$ cat src/rtl/pc_unit.sv
// Fetch-stage program counter with branch, exception, replay-rewind and stall selection.
// Latency: one cycle; every redirect appears on pc the cycle after its inputs are sampled.
// Backpressure: stall (or replay_n==0) holds pc and history; no input reaches an output combinationally.
//
// Ports:
//   clk, reset         rising-edge clock, synchronous active-high reset
//   stall              hold pc, no history push
//   replay, replay_n   rewind pc by replay_n previously issued PCs (0 = hold)
//   br_valid/br_target redirect to an instruction-aligned target, pushing the old pc
//   exc_valid          redirect to EXC_VEC and discard history
//   pc                 registered fetch PC
//   hist_count         number of valid history entries (0..DEPTH)
//   replay_err         one-cycle pulse when a replay asked for more history than exists
module pc_unit #(
    parameter int              PC_W      = 16,
    parameter int              INC       = 2,
    parameter int              DEPTH     = 4,
    parameter logic [PC_W-1:0] RESET_VEC = 16'h0000,
    parameter logic [PC_W-1:0] EXC_VEC   = 16'h0004,
    localparam int             RN_W      = $clog2(DEPTH + 1)
) (
    input  logic            clk,
    input  logic            reset,
    input  logic            stall,
    input  logic            replay,
    input  logic [RN_W-1:0] replay_n,
    input  logic            br_valid,
    input  logic [PC_W-1:0] br_target,
    input  logic            exc_valid,
    output logic [PC_W-1:0] pc,
    output logic [RN_W-1:0] hist_count,
    output logic            replay_err
);

    localparam int              PTR_W      = (DEPTH > 1) ? $clog2(DEPTH) : 1;
    localparam logic [PC_W-1:0] INC_V      = PC_W'(INC);
    // Branch targets are forced onto an instruction boundary.
    localparam logic [PC_W-1:0] ALIGN_MASK = ~(PC_W'(INC - 1));
    localparam logic [RN_W-1:0] DEPTH_N    = RN_W'(DEPTH);
    localparam logic [RN_W:0]   DEPTH_X    = (RN_W + 1)'(DEPTH);
    localparam logic [PTR_W-1:0] LAST_PTR  = PTR_W'(DEPTH - 1);

    logic [PC_W-1:0]  pc_q, pc_d;
    logic [RN_W-1:0]  cnt_q, cnt_d;
    logic [PTR_W-1:0] wp_q, wp_d;
    logic             err_q, err_d;
    logic [PC_W-1:0]  hist_q [DEPTH];

    logic             push;
    logic [RN_W-1:0]  eff_n;
    logic [RN_W:0]    idx_sum;
    logic [PTR_W-1:0] rd_idx;
    logic [PTR_W-1:0] wp_inc;

    // A request deeper than the history is clamped to the oldest valid entry.
    always_comb begin
        eff_n = (replay_n > cnt_q) ? cnt_q : replay_n;
    end

    // The n-th most recent entry sits n slots behind the write pointer; that slot
    // is also where the pointer lands after the rewind. wp+DEPTH-n lies in
    // [0, 2*DEPTH-1], so a single conditional subtract performs the modulo.
    always_comb begin
        idx_sum = (RN_W + 1)'(wp_q) + DEPTH_X - {1'b0, eff_n};
        if (idx_sum >= DEPTH_X) begin
            idx_sum = idx_sum - DEPTH_X;
        end
        rd_idx = PTR_W'(idx_sum);
    end

    always_comb begin
        wp_inc = (wp_q == LAST_PTR) ? '0 : wp_q + PTR_W'(1);
    end

    always_comb begin
        pc_d  = pc_q;
        cnt_d = cnt_q;
        wp_d  = wp_q;
        err_d = 1'b0;
        push  = 1'b0;
        if (exc_valid) begin
            pc_d  = EXC_VEC;
            cnt_d = '0;
        end else if (br_valid) begin
            pc_d = br_target & ALIGN_MASK;
            push = 1'b1;
        end else if (replay && (replay_n != '0)) begin
            if (cnt_q == '0) begin
                err_d = 1'b1;
            end else begin
                pc_d  = hist_q[rd_idx];
                wp_d  = rd_idx;
                cnt_d = cnt_q - eff_n;
                err_d = (replay_n > cnt_q);
            end
        end else if (stall || replay) begin
            // hold: stall, or replay with a zero distance
        end else begin
            pc_d = pc_q + INC_V;
            push = 1'b1;
        end

        if (push) begin
            wp_d  = wp_inc;
            cnt_d = (cnt_q == DEPTH_N) ? cnt_q : cnt_q + RN_W'(1);
        end
    end

    always_ff @(posedge clk) begin
        if (reset) begin
            pc_q  <= RESET_VEC;
            cnt_q <= '0;
            wp_q  <= '0;
            err_q <= 1'b0;
        end else begin
            pc_q  <= pc_d;
            cnt_q <= cnt_d;
            wp_q  <= wp_d;
            err_q <= err_d;
        end
    end

    // History contents are don't-care after reset; only hist_count qualifies them.
    always_ff @(posedge clk) begin
        if (!reset && push) begin
            hist_q[wp_q] <= pc_q;
        end
    end

    assign pc         = pc_q;
    assign hist_count = cnt_q;
    assign replay_err = err_q;

endmodule

$ cat config.mk
export PLATFORM = sky130hd
export DESIGN_NAME = pc_unit
export DESIGN_NICKNAME = d
export VERILOG_FILES = /design/src/rtl/pc_unit.sv
export SDC_FILE = /design/constraint.sdc
export NUM_CORES = 1
export LEC_CHECK = 0
export CAP_MARGIN = 30
export CELL_PAD_IN_SITES_DETAIL_PLACEMENT = 1
export CELL_PAD_IN_SITES_GLOBAL_PLACEMENT = 1
export CORE_ASPECT_RATIO = 0.7
export CORE_MARGIN = 10
export CORE_UTILIZATION = 46
export CTS_CLUSTER_DIAMETER = 100
export DETAILED_ROUTE_END_ITERATION = 10
export HOLD_SLACK_MARGIN = 0.12
export PLACE_DENSITY_LB_ADDON = 0.1
export SLEW_MARGIN = 30
export SYNTH_ARGS = -nofsm -noshare
export SYNTH_HDL_FRONTEND = slang
export SYNTH_SLANG_ARGS = --single-unit
export TNS_END_PERCENT = 20
$ cat constraint.sdc
create_clock -name clk -period 4.2 [get_ports clk]
set_input_delay 1.26 -clock clk [delete_from_list [all_inputs] [get_ports clk]]
set_output_delay 1.26 -clock clk [all_outputs]
set_load 0.03 [all_outputs]
# After elaboration in Yosys (flattened, before gate mapping)
# Memories as Yosys holds them, arrays and structs flattened.
# Cells that the tools add are included.
dict set report totals {
  out_inout_bits 20
  inputBits 25
  register_bits 22
  ramBits 64
  mem_count 1
}
# memory words word_bits rd rd_clocked_by_memory_dff write_ports line_no
set mem_list {}
lappend mem_list {hist_q 4 16 1 0 1 47} ;# logic [PC_W-1:0] hist_q [DEPTH];
dict set report classes {
  add_sub_neg 7
  n_lt_le_gt_ge 2
  n_reduce_logical 16
  n_mux 26
  eq_ne 14
  bitwise_logic 1
}
# op count
set op_table {}
lappend op_table {{$mux 16} 4}
lappend op_table {{$mux 3} 8}
lappend op_table {{$add 16x2->16 const B} 1}
lappend op_table {{$mux 2} 7}
lappend op_table {{$ne 3x3->1 const B} 3}
lappend op_table {{$ne 2x2->1 const B} 4}
lappend op_table {{$ne 4x4->1 const B} 2}
lappend op_table {{$reduce_and 4->1} 2}
lappend op_table {{$mux 1} 7}
lappend op_table {{$reduce_and 2->1} 3}
lappend op_table {{$reduce_bool 3->1} 2}
lappend op_table {{$add 2x3->4 const B} 1}
lappend op_table {{$ge 4x3->1 const B} 1}
lappend op_table {{$ne 2x1->1 const B} 2}
lappend op_table {{$reduce_or 4->1} 1}
lappend op_table {{$sub 4x3->4} 1}
lappend op_table {{$add 3x1->3 const B} 1}
lappend op_table {{$eq 3x3->1 const B} 1}
lappend op_table {{$gt 3x3->1} 1}
lappend op_table {{$logic_not 3->1} 1}
lappend op_table {{$ne 3x1->1 const B} 1}
lappend op_table {{$reduce_or 3->1} 1}
lappend op_table {{$sub 3x3->3} 1}
lappend op_table {{$add 2x1->2 const B} 1}
lappend op_table {{8 further kinds} 9}

# Longest topological paths before layout
# Gate-level depths: netlist (run 1).
dict set report depth {
  word_depth 10
  depth_mapped 15
}

# Least setup slack after synthesis (run 1)
# Ideal clock, no wire load.
dict set report synth_timing {
  path_kind {input to register}
  from {input port replay_n[1]}
  to {register pc_q[10] (netlist: pc[10])}
  setup_slack_ns 0.775
  t_required_ns 4.070
  n_path_buf 2
  cell_stages 14
  arrival_time_ns 3.295
  path_cell_list {ha_1 nand3b_1 nand2_1 nand2_1 nand2_1 o21ai_0 ha_1 xor2_1 and3_1 buf_6 or2_4 buf_6 a211oi_2 a211oi_2}
}
dict set report synth_between {
  elab_chain_len 9
  word_cells_on_any_way 15
  cone_classes {add/sub: 2; order compare: 2; eq/ne: 2; mux: 5; reduce/logical: 3; memory: 1}
}
# element line_no
set synth_rtl {}
lappend synth_rtl {{start, declared} 26} ;# input logic [RN_W-1:0] replay_n,
lappend synth_rtl {{$gt 3x3->1} 57} ;# eff_n = (replay_n > cnt_q) ? cnt_q : replay_n;
lappend synth_rtl {{$mux 3} 57}
lappend synth_rtl {{$sub 4x3->4} 64} ;# idx_sum = (RN_W + 1)'(wp_q) + DEPTH_X - {1'b0, eff_n};
lappend synth_rtl {{$ge 4x3->1 / $sub 2x1->2 (equally long branches)} {65, 66}}
lappend synth_rtl {{$mux 2} 65} ;# if (idx_sum >= DEPTH_X) begin
lappend synth_rtl {{$mem_v2 4x16} -}
lappend synth_rtl {{$mux 16} 88} ;# if (cnt_q == '0) begin
lappend synth_rtl {{$mux 16} 87} ;# end else if (replay && (replay_n != '0)) begin
lappend synth_rtl {{$mux 16} 84} ;# end else if (br_valid) begin
lappend synth_rtl {{end signal, assigned} 116} ;# pc_q <= pc_d;
lappend synth_rtl {{end, declared} 43} ;# logic [PC_W-1:0] pc_q, pc_d;
# Parallel ways exist; a longest one is shown, timed or not. The select of a mux whose other input is x is not followed.
# A chain may end at the register's enable or synchronous reset.

# Worst setup path after layout (run 1)
dict set report layout_timing {
  from {input port replay_n[1]}
  to {register pc_q[15] (netlist: pc[15])}
}
# The elaborated chain is that of the path after synthesis.

==> impl_metrics.env, run 1 <==
export IMPL_total_power_mw=2.31
export IMPL_grt_overflow=0
export IMPL_io_buffer_count=43
export IMPL_synth_flop_cell="edfxtp_1"
export IMPL_clock_latency_ns=0.34
export IMPL_die_w_um=134
export IMPL_cts_tree="yes"
export IMPL_drt_iter0_markers=190
export IMPL_ff_latch_area_mm2=0.00236
export IMPL_postCtsSetupRepairBufs=0
export IMPL_syn_inst=334
export IMPL_htreeDepth=3
export IMPL_cp_cell_sequence="clkdlybuf4s50_1 -> ha_1 -> nand3b_1 -> nand2_1 -> nand2_1 -> nand2_1 -> o21ai_1 -> ha_1 -> xor2_1 -> a21oi_2 -> nor2_8 -> buf_12 -> mux2i_1 -> a211oi_1"
export IMPL_cp_depth=14
export IMPL_peakVddDrop_uv=335
export IMPL_start_util=0.483
export IMPL_p_sw_frac=0.262
export IMPL_synth_edf_count=64
export IMPL_routedWlPerCell_um=22.1
export IMPL_path_max_fanout=8
export IMPL_maxCapViolCount=0
export IMPL_final_hold_worst_slack_ns=0.547
export IMPL_synth_area_mm2=0.00416
export IMPL_finalHoldViolCount=0
export IMPL_grt_pass1_wl_um=18200
export IMPL_endpoint="pc[15]$_SDFFE_PP0P_"
export IMPL_cpPeakStageDelay_ns=0.48
export IMPL_setup_viol=0
export IMPL_multiInputGateArea_mm2=0.00167
export IMPL_fmax_mhz=257
export IMPL_arrival_ns=4.14
export IMPL_combPwrFrac=0.188
export IMPL_reg2reg_to="pc[15]$_SDFFE_PP0P_"
export IMPL_synth_nets=372
export IMPL_seqPwrFrac=0.422
export IMPL_wl_um=11400
export IMPL_synthArstFlopShare=0
export IMPL_synthDominantCellAreaShare=0.462
export IMPL_synthTopCellsByArea="edfxtp_1 (46%), dfxtp_1 (11%), a211oi_2 (6.3%)"
export IMPL_cts_buffer_depth=2
export IMPL_final_setup_tns_ns=0
export IMPL_fin_crit_sh=0.927
export IMPL_p_int_mw=1.70
export IMPL_clkTransAtPathRegs_ns=0.06
export IMPL_use_met2=0.282
export IMPL_antenna_found_initial=0
export IMPL_synth_top_cells_by_count="edfxtp_1 (64), a21oi_1 (24), dfxtp_1 (22), nand2_1 (22), a211oi_2 (21)"
export IMPL_fp_dieH_um=99.6
export IMPL_dp_hpwl_um=7980
export IMPL_ant_nets=0
export IMPL_hold_path_class="reg -> reg"
export IMPL_netlist_cell_type_count=51
export IMPL_crit_buf_inv=2
export IMPL_drive_gt1_frac=0.154
export IMPL_status="completed"
export IMPL_diodes=0
export IMPL_powerDensity_mw_per_mm2=450
export IMPL_crit_path_end_kind="flip-flop"
export IMPL_route_detailed_drc=0
export IMPL_syn_avg_cell_area_um2=12.5
export IMPL_nNetsFinal=429
export IMPL_p_clk_frac=0.390
export IMPL_critPathRequiredTime_ns=4.44
export IMPL_met3_usage=0.0467
export IMPL_vias=3005
export IMPL_cp_common_cell="nand2_1"
export IMPL_coreArea_mm2=0.00862
export IMPL_grt_pass1_vias=3171
export IMPL_fillCellCount=888
export IMPL_fin_ws_ns=0.305
export IMPL_yosysWarnings=0
export IMPL_die_area_mm2=0.0133
export IMPL_area_delta_synth_final_pct=23.4
export IMPL_grt_usage=0.176
export IMPL_rsz0062_at_grt="false"
export IMPL_synth_most_common_cell="edfxtp_1"
export IMPL_ys_ff_latch=86
export IMPL_yosysTopAreaCell="edfxtp_1"
export IMPL_fp_row_count=28
export IMPL_slew_headroom=0.453
export IMPL_crit_start="replay_n[1]"
export IMPL_critPathLaunchType="primary input"
export IMPL_crit_family="compound AO/OA/AOI/OAI gates"
export IMPL_busiest_layer="met2"
export IMPL_globalRouteMet1Util=0.228
export IMPL_r2r_start="hist_count[1]$_SDFFE_PP0P_"
export IMPL_finClkSkew_ns=0.00773
export IMPL_maxSlewViolCount=0
export IMPL_switchingPower_mw=0.606
export IMPL_hold_path_depth=0
export IMPL_utilization=0.596
export IMPL_ios=45
export IMPL_via_per_inst=5.82
export IMPL_period_minus_slack_ns=3.89
export IMPL_ctsResizeCount=0
export IMPL_hold_buffers=0
export IMPL_critPathSlowestCell="clkdlybuf4s50_1"
export IMPL_preCtsSetupSlack_ns=-0.126
export IMPL_timing_reg2reg_setup_slack_ns=1.10
export IMPL_max_slew_worst_pin_slew_ns=0.818
export IMPL_grt_max_degree=17
export IMPL_cts_root_buf="clkbuf_16"
export IMPL_place_congestion=0.840
export IMPL_ys_seq_area_frac=0.567
export IMPL_worst_r2r_path_depth=14
export IMPL_cts_inserted_buffers=9
export IMPL_p_leak_nw=1.81
export IMPL_clock_sinks=86
export IMPL_worstSetupPathType="in -> reg"
export IMPL_dr_pass1_iters=5
[cells in the final DEF (no fill, tap or decap), drive strengths merged, types with 5 or more instances in the layout]
master,instances
o21ai,19
nor2,20
edfxtp,64
clkdlybuf4s50,43
clkbuf,10
mux2i,12
o211ai,5
nor3,6
and3,12
dfxtp,22
a211oi,27
nor3b,12
nand3,7
ha,12
nand2,22
buf,18
a21oi,25
inv,8
a31oi,5
[flip-flops by register name, indices dropped and copies added, names as in the netlist, named ones only]
signal	flops
wp_q	2
hist_count	3
hist_q	64
pc	15
replay_err	1
[cell families after synthesis]
logic type                 Yosys count  share of synthesized area
adders and majority gates           13                     0.0409
DFF                                 86                      0.567
xor gates and xnor gates             4                    0.00842
buffers and inverters               24                     0.0310
and+or+nand+nor                     91                      0.117
muxes                               16                     0.0532
AOI/OAI and AO/OA                  100                      0.182
[power by group through the flow]
stage	sequential, mW	clock, mW	combinational (mW)
final	0.975	0.900	0.435
after CTS	0.974	0.919	0.439
after global placement	0.989	0	0.420
after floorplan	1.00	0	0.267
after detailed placement	0.992	0	0.430
after global routing	0.980	0.949	0.470
[stage by stage]
stage               cells  instance area (um2)
floorplan             334                 4160
global placement      500                 4800
detailed placement    500                 4800
CTS                   516                 5130
global route          516                 5140
finish                516                 5140
[how the worst min path moves through the flow]
stage	start	end
final	flip-flop	hist_q[2][0]$_DFFE_PP_
after global routing	flip-flop	hist_q[2][0]$_DFFE_PP_
after CTS	flip-flop	hist_q[2][0]$_DFFE_PP_
after detailed placement	flip-flop	hist_q[2][0]$_DFFE_PP_
after global placement	flip-flop	hist_q[3][0]$_DFFE_PP_
after floorplan	wp_q[0]$_SDFFE_PP0P_	wp_q[0]$_SDFFE_PP0P_
[final cells by class]
cell class,count,share of cell area
timing repair buffer,61,0.113
tap,120,0.0292
sequential,86,0.460
clock inverter,6,0.0214
multi-input combinational,224,0.326
inverter,9,0.00658
clock buffer,10,0.0446
[per-layer routing]
| metal | vias to the layer above | part of all wire |
|---|---|---|
| met4 | 0 | 0.015 |
| met3 | 16 | 0.039 |
| met1 | 1521 | 0.48 |
| li1 | 1412 | - |
| met2 | 56 | 0.47 |
| met5 | - | 0 |
Power figures use the tool's default switching activity.
==> run 2, diff against run 1 <==
--- a/config.mk
+++ b/config.mk
@@ -6,15 +6,13 @@
 export NUM_CORES = 1
 export LEC_CHECK = 0
 export CAP_MARGIN = 30
-export CELL_PAD_IN_SITES_DETAIL_PLACEMENT = 1
-export CELL_PAD_IN_SITES_GLOBAL_PLACEMENT = 1
 export CORE_ASPECT_RATIO = 0.7
 export CORE_MARGIN = 10
-export CORE_UTILIZATION = 46
+export CORE_UTILIZATION = 56
 export CTS_CLUSTER_DIAMETER = 100
 export DETAILED_ROUTE_END_ITERATION = 10
 export HOLD_SLACK_MARGIN = 0.12
-export PLACE_DENSITY_LB_ADDON = 0.1
+export PLACE_DENSITY = 0.79
 export SLEW_MARGIN = 30
 export SYNTH_ARGS = -nofsm -noshare
 export SYNTH_HDL_FRONTEND = slang
==> run 2 against run 1 <==
  * Routed wire length shrank 11%
  * Die area decreased by 15%
  * Largest power group unchanged
  * Via count up 3.4%
  * Critical endpoint is now pc[7]$_SDFFE_PP0P_
==> impl_metrics.env, run 2 (synthesized netlist as in run 1, its figures left out) <==
export IMPL_status="completed"
export IMPL_worst_r2r_path_depth=13
export IMPL_die_w_um=123
export IMPL_drive_gt1_frac=0.150
export IMPL_clock_sinks=86
export IMPL_grt_overflow=0
export IMPL_place_inst=476
export IMPL_clock_latency_ns=0.36
export IMPL_powerDensity_mw_per_mm2=391
export IMPL_io_buffer_count=43
export IMPL_fillCellCount=513
export IMPL_grt_usage=0.183
export IMPL_crit_start="replay_n[1]"
export IMPL_slew_headroom=0.389
export IMPL_fin_crit_sh=0.900
export IMPL_total_power_mw=1.93
export IMPL_max_slew_worst_pin_slew_ns=0.916
export IMPL_dp_hpwl_um=7130
export IMPL_vias=3108
export IMPL_critPathRequiredTime_ns=4.44
export IMPL_ios=45
export IMPL_cts_inserted_buffers=9
export IMPL_p_leak_nw=1.72
export IMPL_r2r_start="hist_count[1]$_SDFFE_PP0P_"
export IMPL_fmax_mhz=264
export IMPL_fp_row_count=26
export IMPL_fp_dieH_um=92.1
export IMPL_maxCapViolCount=0
export IMPL_ff_latch_area_mm2=0.00236
export IMPL_drt_iter0_markers=372
export IMPL_place_congestion=0.910
export IMPL_largest_reg_flops=64
export IMPL_finalHoldViolCount=0
export IMPL_nNetsFinal=427
export IMPL_layout_common_cells="edfxtp_1 (64), clkdlybuf4s50_1 (43), a21oi_1 (24), nand2_1 (22), dfxtp_1 (22)"
export IMPL_coreArea_mm2=0.00725
export IMPL_dr_pass1_iters=5
export IMPL_via_per_inst=6.32
export IMPL_clkTransAtPathRegs_ns=0.08
export IMPL_setup_viol=0
export IMPL_final_setup_tns_ns=0
export IMPL_fin_area_mm2=0.00494
export IMPL_grt_max_degree=19
export IMPL_ant_nets=0
export IMPL_instances_no_fill=492
export IMPL_multiInputGateArea_mm2=0.00167
export IMPL_reg2reg_to="pc[7]$_SDFFE_PP0P_"
export IMPL_arrival_ns=4.02
export IMPL_utilization=0.680
export IMPL_ctsResizeCount=0
export IMPL_cts_buffer_depth=2
export IMPL_layout_commonest_cell="edfxtp_1"
export IMPL_finClkSkew_ns=0.00744
export IMPL_crit_path_end_kind="flip-flop"
export IMPL_maxSlewViolCount=0
export IMPL_worstSetupPathType="in -> reg"
export IMPL_die_area_mm2=0.0113
export IMPL_period_minus_slack_ns=3.78
export IMPL_grt_pass1_wl_um=15900
export IMPL_hold_path_class="reg -> reg"
export IMPL_path_max_fanout=6
export IMPL_htreeDepth=3
export IMPL_top_register="hist_q"
export IMPL_routedWlPerCell_um=20.6
export IMPL_critPathLaunchType="primary input"
export IMPL_timing_reg2reg_setup_slack_ns=1.15
export IMPL_cts_root_buf="clkbuf_8"
export IMPL_rsz0062_at_grt="false"
export IMPL_route_detailed_drc=0
export IMPL_diodes=0
export IMPL_hold_buffers=0
export IMPL_antenna_found_initial=0
export IMPL_cts_tree="yes"
export IMPL_peakVddDrop_uv=269
export IMPL_wl_um=10100
export IMPL_postCtsSetupRepairBufs=0
export IMPL_area_delta_synth_final_pct=18.6
export IMPL_place_area_mm2=0.00475
export IMPL_endpoint="pc[7]$_SDFFE_PP0P_"
export IMPL_start_util=0.574
export IMPL_grt_pass1_vias=2962
run 2: cell count changes in the layout (fill, tap and decap cells not counted), moves of 2 or more:
| cell | before | now |
|---|---|---|
| bufinv_16 | 3 | 0 |
| buf_4 | 17 | 15 |
| clkbuf_8 | 0 | 10 |
| clkbuf_16 | 9 | 0 |
| inv_6 | 0 | 2 |
run 2: area by class of cell:
cell class	instances	area share
inverters	9	0.00684
well taps	98	0.0248
clock buffers	11	0.0286
flip-flops and latches	86	0.479
clock inverters	5	0.00837
multi-input cells	224	0.339
repair buffers	59	0.114
run 2: power by group:
group          internal (mW)  switching, mW
logic                  0.182          0.243
clock network          0.236          0.299
registers              0.939         0.0322
total                   1.36          0.575
run 2: worst min path at each step:
stage	to	from	cells past startpoint	slack, ns
after floorplan	wp_q[0]$_SDFFE_PP0P_	wp_q[0]$_SDFFE_PP0P_	2	0.51
after global placement	hist_q[3][0]$_DFFE_PP_	flip-flop	0	0.52
after detailed placement	hist_q[3][0]$_DFFE_PP_	flip-flop	0	0.53
after CTS	hist_q[0][0]$_DFFE_PP_	flip-flop	0	0.54
after global routing	hist_q[1][0]$_DFFE_PP_	flip-flop	0	0.56
final	hist_q[2][0]$_DFFE_PP_	flip-flop	0	0.54
run 2: per-layer routing:
| layer | GRT usage | up-vias | share of wire |
|---|---|---|---|
| li1 | - | 1401 | - |
| met1 | 0.243 | 1502 | 0.40 |
| met2 | 0.283 | 180 | 0.47 |
| met3 | 0.0600 | 25 | 0.11 |
| met4 | 0.0445 | 0 | 0.016 |
| met5 | 0 | - | 0 |
run 2: worst max-delay path, stage by stage:
cell and delay [ns]:
clkdlybuf4s50_1 0.48, ha_1 0.39, nand3b_1 0.09, nand2_1 0.11, nand2_1 0.10, o21ai_0 0.24, ha_1 0.21, xor2_1 0.20
and3_1 0.35, nor2_8 0.09, buf_4 0.17, mux2i_1 0.23, a211oi_2 0.10
run 2: metrics by stage:
step	hold WS, ns	setup slack, ns
floorplan	0.509	0.775
global placement	0.524	0.165
detailed placement	0.532	0.0589
CTS	0.541	0.439
global route	0.556	0.157
finish	0.539	0.419
